## src/rtl/mem_pkg.sv

```systemverilog
// Shared encodings for the instruction/data memory bus arbiter.
package mem_pkg;

  typedef enum logic [2:0] {
    ARB_IDLE   = 3'd0,
    ARB_I_ADDR = 3'd1,
    ARB_I_DATA = 3'd2,
    ARB_D_ADDR = 3'd3,
    ARB_D_DATA = 3'd4
  } arb_state_t;

  localparam logic [1:0] SZ_BYTE = 2'd0;
  localparam logic [1:0] SZ_HALF = 2'd1;
  localparam logic [1:0] SZ_WORD = 2'd2;

endpackage

```

## src/rtl/arb_req_latch.sv

```systemverilog
// Enable register capturing one port's request fields at grant time.
module arb_req_latch #(
  parameter int W = 32
) (
  input  logic         clk,
  input  logic         en,
  input  logic [W-1:0] d,
  output logic [W-1:0] q
);

  logic [W-1:0] fields_q;
  logic [W-1:0] fields_d;

  always_comb begin
    fields_d = en ? d : fields_q;
  end

  // Data-only storage: contents are meaningless until the first grant.
  always_ff @(posedge clk) begin
    fields_q <= fields_d;
  end

  assign q = fields_q;

endmodule

```

## src/rtl/mem_bus_arbiter.sv

```systemverilog
// Round-robin arbiter sharing one SRAM-like bus between the fetch and load/store ports.
module mem_bus_arbiter
  import mem_pkg::*;
#(
  parameter int ADDR_W = 32,
  parameter int DATA_W = 32
) (
  input  logic                clk,
  input  logic                rst,
  input  logic                inst_req,
  input  logic [ADDR_W-1:0]   inst_addr,
  output logic                inst_addr_ok,
  output logic                inst_data_ok,
  output logic [DATA_W-1:0]   inst_rdata,
  input  logic                data_req,
  input  logic                data_wr,
  input  logic [1:0]          data_size,
  input  logic [DATA_W/8-1:0] data_wstrb,
  input  logic [ADDR_W-1:0]   data_addr,
  input  logic [DATA_W-1:0]   data_wdata,
  output logic                data_addr_ok,
  output logic                data_data_ok,
  output logic [DATA_W-1:0]   data_rdata,
  output logic                bus_req,
  output logic                bus_wr,
  output logic [1:0]          bus_size,
  output logic [DATA_W/8-1:0] bus_wstrb,
  output logic [ADDR_W-1:0]   bus_addr,
  output logic [DATA_W-1:0]   bus_wdata,
  input  logic                bus_addr_ok,
  input  logic                bus_data_ok,
  input  logic [DATA_W-1:0]   bus_rdata,
  output logic                mem_busy
);

  localparam int STRB_W = DATA_W / 8;
  localparam int DREQ_W = 1 + 2 + STRB_W + ADDR_W + DATA_W;

  arb_state_t          state_q, state_d;
  logic                last_grant_q, last_grant_d;
  logic                grant_inst, grant_data;
  logic [ADDR_W-1:0]   inst_fields_q;
  logic [DREQ_W-1:0]   data_fields_q;
  logic                dreq_wr;
  logic [1:0]          dreq_size;
  logic [STRB_W-1:0]   dreq_wstrb;
  logic [ADDR_W-1:0]   dreq_addr;
  logic [DATA_W-1:0]   dreq_wdata;

  arb_req_latch #(.W(ADDR_W)) u_inst_latch (
    .clk (clk),
    .en  (grant_inst),
    .d   (inst_addr),
    .q   (inst_fields_q)
  );

  arb_req_latch #(.W(DREQ_W)) u_data_latch (
    .clk (clk),
    .en  (grant_data),
    .d   ({data_wr, data_size, data_wstrb, data_addr, data_wdata}),
    .q   (data_fields_q)
  );

  assign {dreq_wr, dreq_size, dreq_wstrb, dreq_addr, dreq_wdata} = data_fields_q;

  always_comb begin
    state_d      = state_q;
    last_grant_d = last_grant_q;
    grant_inst   = 1'b0;
    grant_data   = 1'b0;
    inst_addr_ok = 1'b0;
    inst_data_ok = 1'b0;
    inst_rdata   = '0;
    data_addr_ok = 1'b0;
    data_data_ok = 1'b0;
    data_rdata   = '0;
    bus_req      = 1'b0;
    bus_wr       = 1'b0;
    bus_size     = 2'd0;
    bus_wstrb    = '0;
    bus_addr     = '0;
    bus_wdata    = '0;
    unique case (state_q)
      ARB_IDLE: begin
        // Data wins a tie unless it also won the previous grant.
        if (data_req && (!inst_req || !last_grant_q)) begin
          grant_data   = 1'b1;
          last_grant_d = 1'b1;
          state_d      = ARB_D_ADDR;
        end else if (inst_req) begin
          grant_inst   = 1'b1;
          last_grant_d = 1'b0;
          state_d      = ARB_I_ADDR;
        end
      end
      ARB_I_ADDR: begin
        bus_req  = 1'b1;
        bus_size = SZ_WORD;
        bus_addr = inst_fields_q;
        if (bus_addr_ok) begin
          inst_addr_ok = 1'b1;
          state_d      = ARB_I_DATA;
        end
      end
      ARB_I_DATA: begin
        if (bus_data_ok) begin
          inst_data_ok = 1'b1;
          inst_rdata   = bus_rdata;
          state_d      = ARB_IDLE;
        end
      end
      ARB_D_ADDR: begin
        bus_req   = 1'b1;
        bus_wr    = dreq_wr;
        bus_size  = dreq_size;
        bus_wstrb = dreq_wstrb;
        bus_addr  = dreq_addr;
        bus_wdata = dreq_wdata;
        if (bus_addr_ok) begin
          data_addr_ok = 1'b1;
          state_d      = ARB_D_DATA;
        end
      end
      ARB_D_DATA: begin
        if (bus_data_ok) begin
          data_data_ok = 1'b1;
          data_rdata   = bus_rdata;
          state_d      = ARB_IDLE;
        end
      end
      default: state_d = ARB_IDLE;
    endcase
  end

  always_ff @(posedge clk) begin
    if (rst) begin
      state_q      <= ARB_IDLE;
      last_grant_q <= 1'b0;
    end else begin
      state_q      <= state_d;
      last_grant_q <= last_grant_d;
    end
  end

  assign mem_busy = (state_q != ARB_IDLE) | inst_req | data_req;

endmodule

```

## config.mk

```make
export PLATFORM = sky130hd
export DESIGN_NAME = mem_bus_arbiter
export DESIGN_NICKNAME = d
export VERILOG_FILES = /design/src/rtl/mem_pkg.sv /design/src/rtl/arb_req_latch.sv /design/src/rtl/mem_bus_arbiter.sv
export SDC_FILE = /design/constraint.sdc
export NUM_CORES = 1
export LEC_CHECK = 0
export CORE_AREA = 5 5 123 125
export DETAILED_ROUTE_END_ITERATION = 12
export DIE_AREA = 0 0 128 130
export HOLD_SLACK_MARGIN = 0.02
export PLACE_DENSITY = 0.78
export SYNTH_ARGS = -nofsm -noshare
export SYNTH_HDL_FRONTEND = slang
export SYNTH_SLANG_ARGS = --single-unit
```

## constraint.sdc

```tcl
create_clock -name clk -period 2.95 [get_ports clk]
set_clock_uncertainty 0.15 [all_clocks]
set_input_delay 0.59 -clock clk [delete_from_list [all_inputs] [get_ports clk]]
set_output_delay 0.59 -clock clk [all_outputs]
set_load 0.05 [all_outputs]
```

Word level (Yosys, flattened, before mapping)
Index checks and enable logic that the tools add are counted.
- muxes and demuxes: 28
- equality and inequality tests: 8
- bitwise gates (word level): 2
- reductions and logical operators: 11
- operator list (cell ; count):
    $mux W32 ; 4
    $pmux W32 S2 ; 1
    $mux W1 ; 15
    $mux W3 ; 5
    $pmux W3 S4 ; 1
    $eq A3 B2 Y1 const B ; 2
    $mux W4 ; 1
    $ne A2 B2 Y1 const B ; 2
    $pmux W2 S2 ; 1
    $reduce_and A4 Y1 ; 1
    $reduce_or A2 Y1 ; 2
    $eq A3 B1 Y1 const B ; 1
    $eq A3 B3 Y1 const B ; 1
    $logic_not A3 Y1 ; 1
    $ne A3 B3 Y1 const B ; 1
    $reduce_bool A3 Y1 ; 1
    $logic_not A1 Y1 ; 2
    $ne A2 B1 Y1 const B ; 1
    $or A1 B1 Y1 ; 2
    $reduce_and A2 Y1 ; 1
    $reduce_bool A2 Y1 ; 1
    $logic_and A1 B1 Y1 ; 1
    $logic_or A1 B1 Y1 ; 1
- word-level logic and storage cells: 53
- output and inout bits: 141
- register bits after elaboration: 107

Logic depth before layout (Yosys ltp)
Gate-level depths: netlist of the first run.
- depth in word-level cells: 5
- depth in mapped cells: 6
- depth with buffers taken out: 4

Cells and area by module
A second synthesis of the first run with hierarchy kept.
- cell total of the unflattened synthesis: 335
- area, all modules: 4614.4 um^2
- modules (own cells, without submodules) (module ; seq. area each (um^2) ; area each (um^2) ; instances ; cells each):
    arb_req_latch (u_data_latch) ; 2132.0 ; 2132.0 ; 1 ; 71
    mem_bus_arbiter ; 80.1 ; 1521.5 ; 1 ; 232
    arb_req_latch (u_inst_latch) ; 960.9 ; 960.9 ; 1 ; 32

Worst setup path before layout of the first run
OpenSTA, ideal clock, no wires.
- kind: reg-to-reg
- start: register state_q[1]
- end: register u_data_latch.fields_q[0] (netlist: u_data_latch.q[0]) (enable)
- cell stages (with the launch flop): 5
- library setup time: 0.437 ns
- arrival time: 2.556 ns
- slack: -0.193 ns
- cell sequence: dfxtp_1 -> buf_2 -> buf_4 -> nor3_1 -> and2_1
- cells in the longest elaborated chain, start to end: 2
- ends and longest elaborated chain (element ; RTL line ; source):
    from (decl) ; mem_bus_arbiter.sv:39 ; arb_state_t state_q, state_d;
    from (signal assigned) ; mem_bus_arbiter.sv:140 ; state_q <= state_d;
    $logic_not A3 Y1 ; mem_bus_arbiter.sv:83 ; unique case (state_q)
    $mux W1 ; mem_bus_arbiter.sv:83 ;
    net grant_data ; mem_bus_arbiter.sv:41 ; logic grant_inst, grant_data;
    to (signal assigned) ; arb_req_latch.sv:20 ; fields_q <= fields_d;
    to (decl) ; arb_req_latch.sv:11 ; logic [W-1:0] fields_q;
The timed path passes the listed nets, and every way through them passes these cells.
A chain may end at the register's enable or synchronous reset.

Worst setup path after layout of the first run
- start: register state_q[0]
- end: output port bus_wdata[16]
- cells in the longest elaborated chain, start to end: 2
- ends and longest elaborated chain (element ; RTL line ; source):
    $eq A3 B2 Y1 ; mem_bus_arbiter.sv:83 ;
    $mux W32 ; mem_bus_arbiter.sv:83 ;
    to (decl) ; mem_bus_arbiter.sv:29 ; output logic [DATA_W-1:0] bus_wdata,
Every way passes these cells.

==> results.md, run 1 <==
* Status: complete, no violations
* Maximum single-stage delay on the critical path at 0.51 ns
* Number of top-level pins at 282
* Flip-flop and latch count after synthesis at around 110
* Startpoint class of the critical path: flip-flop
* Dpl cells at between 700 and 800
* Largest net degree at the start of global routing at between 70 and 80
* Rows at 43
* Final std cells w/o fill at ~800
* First drt pass iteration count at 4
* Highest clock rate at 0.362 GHz
* Worst hold-check slack at slightly above 0.4 ns
* Commonest non-fill, non-tap cells in the layout: clkdlybuf4s50_1 (140), edfxtp_1 (103), buf_4 (78)
* Cell count after synthesis at approximately 340
* Number of setup violations in the final report at 0
* Number of DRC violations after detailed routing at 0
* Layout overhead on the synthesized area at 83.4%
* Core Footprint at ~14000 um2
* Post-CTS repair timing setup buffer count at 0
* Unrepaired setup endpoints after global routing: false
* Critical path peak fanout at 40
* Overall die height at around 130 um
* Synthesized area per cell at ~14 um2
* Cells traversed along the worst timing path: nand2b_1, buf_4, inv_1, buf_4, and3_1, buf_4
* Total routed wirelength at between 15000 and 20000 um
* Final #Nets at approximately 750
* Path category of the worst min-delay check: flip-flop to flip-flop
* Number of global-route vias before repair at roughly 4k
* Leading cell type in the layout, fill and taps excluded: clkdlybuf4s50_1
* Number of violations of the max-capacitance limit at 0
* Crit. End Element: output pin
* Deepest level of the CTS H-tree at 3
* Met1 usage in global routing at a little over a fifth
* Overall Global Routing Usage at between 15 and 20%
* GRT met2 Usage at a little under a third
* Final number of max-transition violations at 0
* Actual transition at the worst max-transition pin at 0.527 ns
* Starting density of the core at between 30 and 40%
* Critical path buffer and inverter count at 4
* Layer with the highest usage: met2
* Register clock-pin slew on the reported worst setup and hold paths at 0.07 ns
* Most common cell on crit path: buf_4
* Headroom to the max-slew limit at 64.8%
* P per Cell Area at around 550 nW/um2
* Clk_lat worst skew at approximately 0.33 ns
* First-pass GRT wire length at ~23000 um
* Routed wire per std cell at between 15 and 20 um
* Antenna violations before repair at 1
* Core utilization of the finished layout at between 60% and 70%
* Net count after synthesis at around 480
* Type of the worst setup path: flip-flop to output pin
* Post-detailed-placement half-perimeter wirelength at ~12000 um
* Setup_tns at 0 ns
* Area enclosed by the die boundary at roughly 17000 um2
* Number of enable-type register cells in the synthesized netlist at 103
* Leading register cell type out of synthesis: edfxtp_1
* Static power due to leakage at between 3 and 4 nW
* Die Span X at 128 um
* Maximum root-to-sink buffer count at 2
* TritonCTS clock tree: yes
* Post-synthesis instance area at 4610 um2
* Post-CTS sizing at 0
* Port bufs at 281
* Total power after layout at around 0.0047 W
* Clock Tree Root: clkbuf_16
* Highest-delay cell along the critical path: dfxtp_1
* Arrival time of data at the critical path endpoint at between 2 and 2.5 ns
* Sinks on the clock net at 107
* Async set-or-reset flop fraction in the synthesized netlist at 0%
* Final Hold Viols at 0
* Worst VDD drop at about 340 uV
* Crit share post-route at roughly 94%
* Cell variety after synth at 30
* Portion of the post-synthesis area used by sequential elements at 68.8%
* Yosys warning total at 0
* Final RePlAce weighted congestion at about 0.86
* Total CTS buffers at 9
* Worst Path Required at around 2.2 ns
* Number of DRC markers in iteration 0 at 137
* Overall overflow remaining after global route at 0
* Via count at 3749
* Minimum clock period after layout at between 2 and 3 ns
* Hold Buf Count CTS at 0
* Post-DRT Antenna Nets at 0
* Met3 Track Usage GR at around 6.2%
* Layout cells sized above 1 at ~28%
* Vias per cell at approximately 4.7
* Largest delay share family, worst path: buffers and inverters
-- metrics by stage --
stage,instance area (um2),worst slack [ns]
floorplan,4620,0.390
detailed placement,8170,0.205
CTS,8450,0.0915
global placement,8170,0.223
global route,8460,0.0475
finish,8460,0.188
-- registers in the layout, indices dropped and copies added, names as in the netlist --
| register | flops |
|---|---|
| state_q | 3 |
| last_grant_q | 1 |
| u_data_latch.q | 71 |
| u_inst_latch.q | 32 |
-- cells by family (layout without fill, tap and decap cells) --
kind of cell / Yosys count / count (layout) / synth area share, %
and+or+nand+nor: 160 / 160 / 19.9
DFF: 107 / 107 / 68.8
muxes: 33 / 33 / 7.16
buffers and inverters: 27 / 309 / 2.74
AOI/OAI and AO/OA: 8 / 8 / 1.41
other: 0 / 1 / 0
-- cells in the mapped netlist, drive strengths merged, types with 2 or more instances --
| cell type | instances | area share, % |
|---|---|---|
| buf | 11 | 1.4 |
| clkbuf | 14 | 1.2 |
| nor2b | 3 | 0.41 |
| inv | 2 | 0.16 |
| dfxtp | 4 | 1.7 |
| and3 | 39 | 5.3 |
| nand2 | 3 | 0.24 |
| nor3 | 5 | 0.54 |
| edfxtp | 103 | 67 |
| mux2i | 33 | 7.2 |
| nand2b | 2 | 0.27 |
| nor2 | 38 | 3.3 |
| and2 | 65 | 8.8 |
-- path summary, 6_finish.rpt --
| path | startpoint | end | slack [ns] | cells past startpoint |
|---|---|---|---|---|
| worst max-delay path | state_q[0] | bus_wdata[16] | 0.19 | 6 |
| worst min-delay path | last_grant_q | last_grant_q | 0.40 | 2 |
| worst max register to register | state_q[1] | u_data_latch.q[2] | 0.96 | 3 |
| worst min register to register | last_grant_q | last_grant_q | 0.40 | 2 |
-- area by class of cell --
class	count	area [um2]
Sequential cell	107	3180
Antenna cell	1	2.50
Fill cell	1070	5310
Timing Repair Buffer	291	3440
Inverter	2	7.51
Clock inverter	6	55.1
Multi-Input combinational cell	201	1330
Clock buffer	10	229
Tap cell	180	225
-- report_power, final --
| part | leakage (nW) | switching [W] | internal (W) |
|---|---|---|---|
| Sequential | 0.997 | 0.0000907 | 0.00188 |
| Combinational | 2.24 | 0.000920 | 0.000605 |
| Clock | 0.139 | 0.000504 | 0.000652 |
-- worst reg2reg max path, stage by stage, from the launching register on --
cell and delay (ns):
dfxtp_4 0.51, nor3_1 0.34, and2_4 0.22, buf_12 0.30
-- per-layer routing --
metal / up-vias / part of all wire, %
met5: - / 0
met2: 219 / 49
li1: 1747 / -
met1: 1764 / 37
met3: 19 / 11
met4: 0 / 1.8
(Power assumes the default switching activity.)
==> run 2: changes to the inputs <==
--- a/config.mk
+++ b/config.mk
@@ -12,4 +12,5 @@
 export PLACE_DENSITY = 0.78
 export SYNTH_ARGS = -nofsm -noshare
 export SYNTH_HDL_FRONTEND = slang
+export SYNTH_HIERARCHICAL = 1
 export SYNTH_SLANG_ARGS = --single-unit
==> results.md, run 2 <==
* Status: complete, no violations (unchanged)
* Max FFs per register at 71 (unchanged)
* Starting density of the core at 33.5% (unchanged)
* Area enclosed by the die boundary at 16600 um2 (unchanged)
* Reg-to-Reg End: u_data_latch/q[39] (was u_data_latch.q[2])
* Final #Nets at 753 (unchanged)
* Sinks on the clock net at 107 (unchanged)
* Number of global-route vias before repair at 3940 (was 4013)
* Overall Global Routing Usage at 17.8% (was 17.9%)
* Number of filler cells placed in the layout at 1070 (unchanged)
* Minimum clock period after layout at 2.74 ns (was 2.76 ns)
* Antenna cell count at 0 (was 1)
* Arrival time of data at the critical path endpoint at 2.00 ns (was 2.02 ns)
* Die Span X at 128 um (unchanged)
* Highest-delay cell along the critical path: clkdlybuf4s50_1 (was dfxtp_1)
* Most frequent cells after synthesis: edfxtp_1 (103), and2_1 (65), and3_1 (39), nor2_1 (37), mux2i_1 (33) (unchanged)
* Leading cell type in the layout, fill and taps excluded: clkdlybuf4s50_1 (unchanged)
* Layout cells sized above 1 at 28.0% (was 27.7%)
* Startpoint class of the critical path: input pin (was flip-flop)
* Actual transition at the worst max-transition pin at 0.418 ns (was 0.527 ns)
* Switching power total at 0.00152 W (was 0.00151 W)
* Net count after synthesis at 476 (unchanged)
* Vias per cell at 4.63 (was 4.70)
* Post-Place Worst Slack at 0.205 ns (about the same)
* Async set-or-reset flop fraction in the synthesized netlist at 0% (unchanged)
* Maximum single-stage delay on the critical path at 0.57 ns (was 0.51 ns)
* Final RePlAce weighted congestion at 0.857 (was 0.859)
* Min setup slack post-route at 0.213 ns (was 0.188 ns)
* Commonest non-fill, non-tap cells in the layout: clkdlybuf4s50_1 (140), edfxtp_1 (103), buf_4 (77) (was clkdlybuf4s50_1 (140), edfxtp_1 (103), buf_4 (78))
* Top-area cell type share of the netlist area at 67.0% (unchanged)
* Core Footprint at 13800 um2 (unchanged)
* Antenna violations before repair at 0 (was 1)
* Unrepaired setup endpoints after global routing: false (unchanged)
* Number of DRC violations after detailed routing at 0 (unchanged)
* Main area contributors after synthesis: edfxtp_1 (67%), and2_1 (8.8%), mux2i_1 (7.2%) (unchanged)
* Worst VDD drop at 330 uV (was 338 uV)
* P per Cell Area at 552 nW/um2 (was 550 nW/um2)
* Flip-flop and latch count after synthesis at 107 (unchanged)
* Critical path peak fanout at 33 (was 40)
* Overall die height at 130 um (unchanged)
* Number of enable-type register cells in the synthesized netlist at 103 (unchanged)
* Number of DRC markers in iteration 0 at 177 (was 137)
* Worst Path Required at 2.21 ns (about the same)
* Post-CTS sizing at 0 (unchanged)
* Total routed wirelength at 15300 um (was 15500 um)
* First-pass GRT wire length at 22300 um (was 22600 um)
* Sequential share of power at 41.4% (was 42.4%)
* Crit share post-route at 92.8% (was 93.6%)
* TritonCTS clock tree: yes (unchanged)
* Most common cell on crit path: buf_12 (was buf_4)
* Via count at 3690 (was 3749)
* Hold Path Depth at 2 (unchanged)
* Portion of total power attributed to the clock network at 25.2% (was 24.8%)
* Post-CTS repair timing setup buffer count at 0 (unchanged)
* Start of the worst register-to-register path: state_q[2] (was state_q[1])
* Cell variety after synth at 30 (unchanged)
* Post-detailed-placement half-perimeter wirelength at 12200 um (was 12100 um)
* Clock Tree Root: clkbuf_16 (unchanged)
* Number of violations of the max-capacitance limit at 0 (unchanged)
* Synthesized area per cell at 13.8 um2 (unchanged)
* Number of top-level pins at 282 (unchanged)
* Worst setup slack for register-to-register paths at 1.08 ns (was 0.96 ns)
* Post-synthesis instance area at 4610 um2 (unchanged)
* Net switching share of the total power at 32.5% (about the same)
* Port bufs at 281 (unchanged)
* Routed wire per std cell at 19.1 um (was 19.4 um)
* Cells traversed along the worst timing path: clkdlybuf4s50_1, nand2_1, nor2_4, buf_12, and2_1, buf_12 (was nand2b_1, buf_4, inv_1, buf_4, and3_1, buf_4)
* Rows at 43 (unchanged)
* Type of the worst setup path: input pin to output pin (was flip-flop to output pin)
* Final number of max-transition violations at 0 (unchanged)
* Cell count after synthesis at 335 (unchanged)
* Crit. End Element: output pin (unchanged)
* Portion of the post-synthesis area used by sequential elements at 68.8% (unchanged)
* Largest net degree at the start of global routing at 52 (was 72)
* Dominant cell type by area after synthesis: edfxtp_1 (unchanged)
* Overall overflow remaining after global route at 0 (unchanged)
* Leading register cell type out of synthesis: edfxtp_1 (unchanged)
* Clk_lat worst skew at 0.33 ns (about the same)
* Maximum root-to-sink buffer count at 2 (unchanged)
* Register clock-pin slew on the reported worst setup and hold paths at 0.06 ns (was 0.07 ns)
* Final Hold Viols at 0 (unchanged)
* Path category of the worst min-delay check: flip-flop to flip-flop (unchanged)
* Total CTS buffers at 9 (unchanged)
* Setup_tns at 0 ns (unchanged)
* Number of setup violations in the final report at 0 (unchanged)
* Post-DRT Antenna Nets at 0 (unchanged)
* Leading cell type by number of instances after synthesis: edfxtp_1 (unchanged)
* Worst Reg2Reg Path Length in Cells at 3 (unchanged)
* Deepest level of the CTS H-tree at 3 (unchanged)
* Hold Startpoint: last_grant_q (unchanged)
* Yosys warning total at 6 (was 0)
* Internal cell power at 0.00316 W (was 0.00314 W)
* Highest clock rate at 0.365 GHz (was 0.362 GHz)
* Headroom to the max-slew limit at 72.1% (was 64.8%)
* First drt pass iteration count at 4 (unchanged)
* Endpoint with the worst hold slack: last_grant_q (unchanged)
* Hold Buf Count CTS at 0 (unchanged)
* Static power due to leakage at 3.38 nW (about the same)
* Layout overhead on the synthesized area at 83.8% (was 83.4%)
* Comb pwr share at 33.4% (was 32.8%)
==> run 2: area by class of cell <==
| cell class | count | area [um2] | share of cell area (%) |
|---|---|---|---|
| Inverter | 2 | 7.51 | 0.0885 |
| Multi-Input combinational cell | 201 | 1320 | 15.6 |
| Clock inverter | 6 | 63.8 | 0.752 |
| Tap cell | 180 | 225 | 2.65 |
| Sequential cell | 107 | 3180 | 37.4 |
| Clock buffer | 10 | 229 | 2.70 |
| Timing Repair Buffer | 291 | 3460 | 40.8 |
==> run 2: critical path: cells and delay by family <==
kind                   cells  cell delay (ns)
buffers and inverters      3             0.91
and+or+nand+nor            3             0.49
==> run 2: worst max path at each step <==
stage                      from       endpoint
global placement    bus_data_ok  inst_rdata[2]
global route        bus_data_ok  inst_rdata[2]
finish              bus_data_ok  inst_rdata[2]
CTS                 bus_data_ok  inst_rdata[2]
floorplan            state_q[0]   inst_addr_ok
detailed placement  bus_data_ok  inst_rdata[2]
==> run 2: logic make-up (layout without fill, tap and decap cells) <==
kind of cell / Yosys count / in the layout / share of synthesized area, %
and+or+nand+nor: 160 / 160 / 19.9
DFF: 107 / 107 / 68.8
muxes: 33 / 33 / 7.16
buffers and inverters: 27 / 309 / 2.74
AOI/OAI and AO/OA: 8 / 8 / 1.41
==> run 2: metal layers <==
| metal | share of wire (%) | GRT usage, % | up-vias |
|---|---|---|---|
| met5 | 0 | 0 | - |
| met4 | 2.2 | 6.18 | 0 |
| met3 | 9.9 | 6.39 | 20 |
| met2 | 49 | 30.6 | 201 |
| met1 | 39 | 20.6 | 1723 |
| li1 | - | - | 1746 |
==> run 2: metrics by stage <==
stage | cells | hold WS (ns) | total power [W] | area, um2 | utilization (%)
after floorplan | 335 | 0.348 | 0.00285 | 4620 | -
after global placement | 781 | 0.363 | 0.00352 | 8190 | 59.5
after detailed placement | 781 | 0.407 | 0.00355 | 8190 | 59.5
after CTS | 797 | 0.422 | 0.00473 | 8480 | 61.6
after global routing | 797 | 0.463 | 0.00487 | 8480 | 61.6
final | 797 | 0.411 | 0.00468 | 8480 | 61.6
==> run 2: power groups by stage <==
stage	Sequential (W)	Clock [W]	Combinational (W)
global route	0.00196	0.00128	0.00164
finish	0.00194	0.00118	0.00156
global placement	0.00196	0	0.00155
CTS	0.00194	0.00121	0.00158
detailed placement	0.00198	0	0.00157
floorplan	0.00194	0	0.000906
==> run 3: changes to the inputs <==
--- a/config.mk
+++ b/config.mk
@@ -10,6 +10,7 @@
 export DIE_AREA = 0 0 128 130
 export HOLD_SLACK_MARGIN = 0.02
 export PLACE_DENSITY = 0.78
+export SLEW_MARGIN = 20
 export SYNTH_ARGS = -nofsm -noshare
 export SYNTH_HDL_FRONTEND = slang
 export SYNTH_HIERARCHICAL = 1
==> results of run 3 <==
Final layout, timing and power as in run 2 (identical DEF).
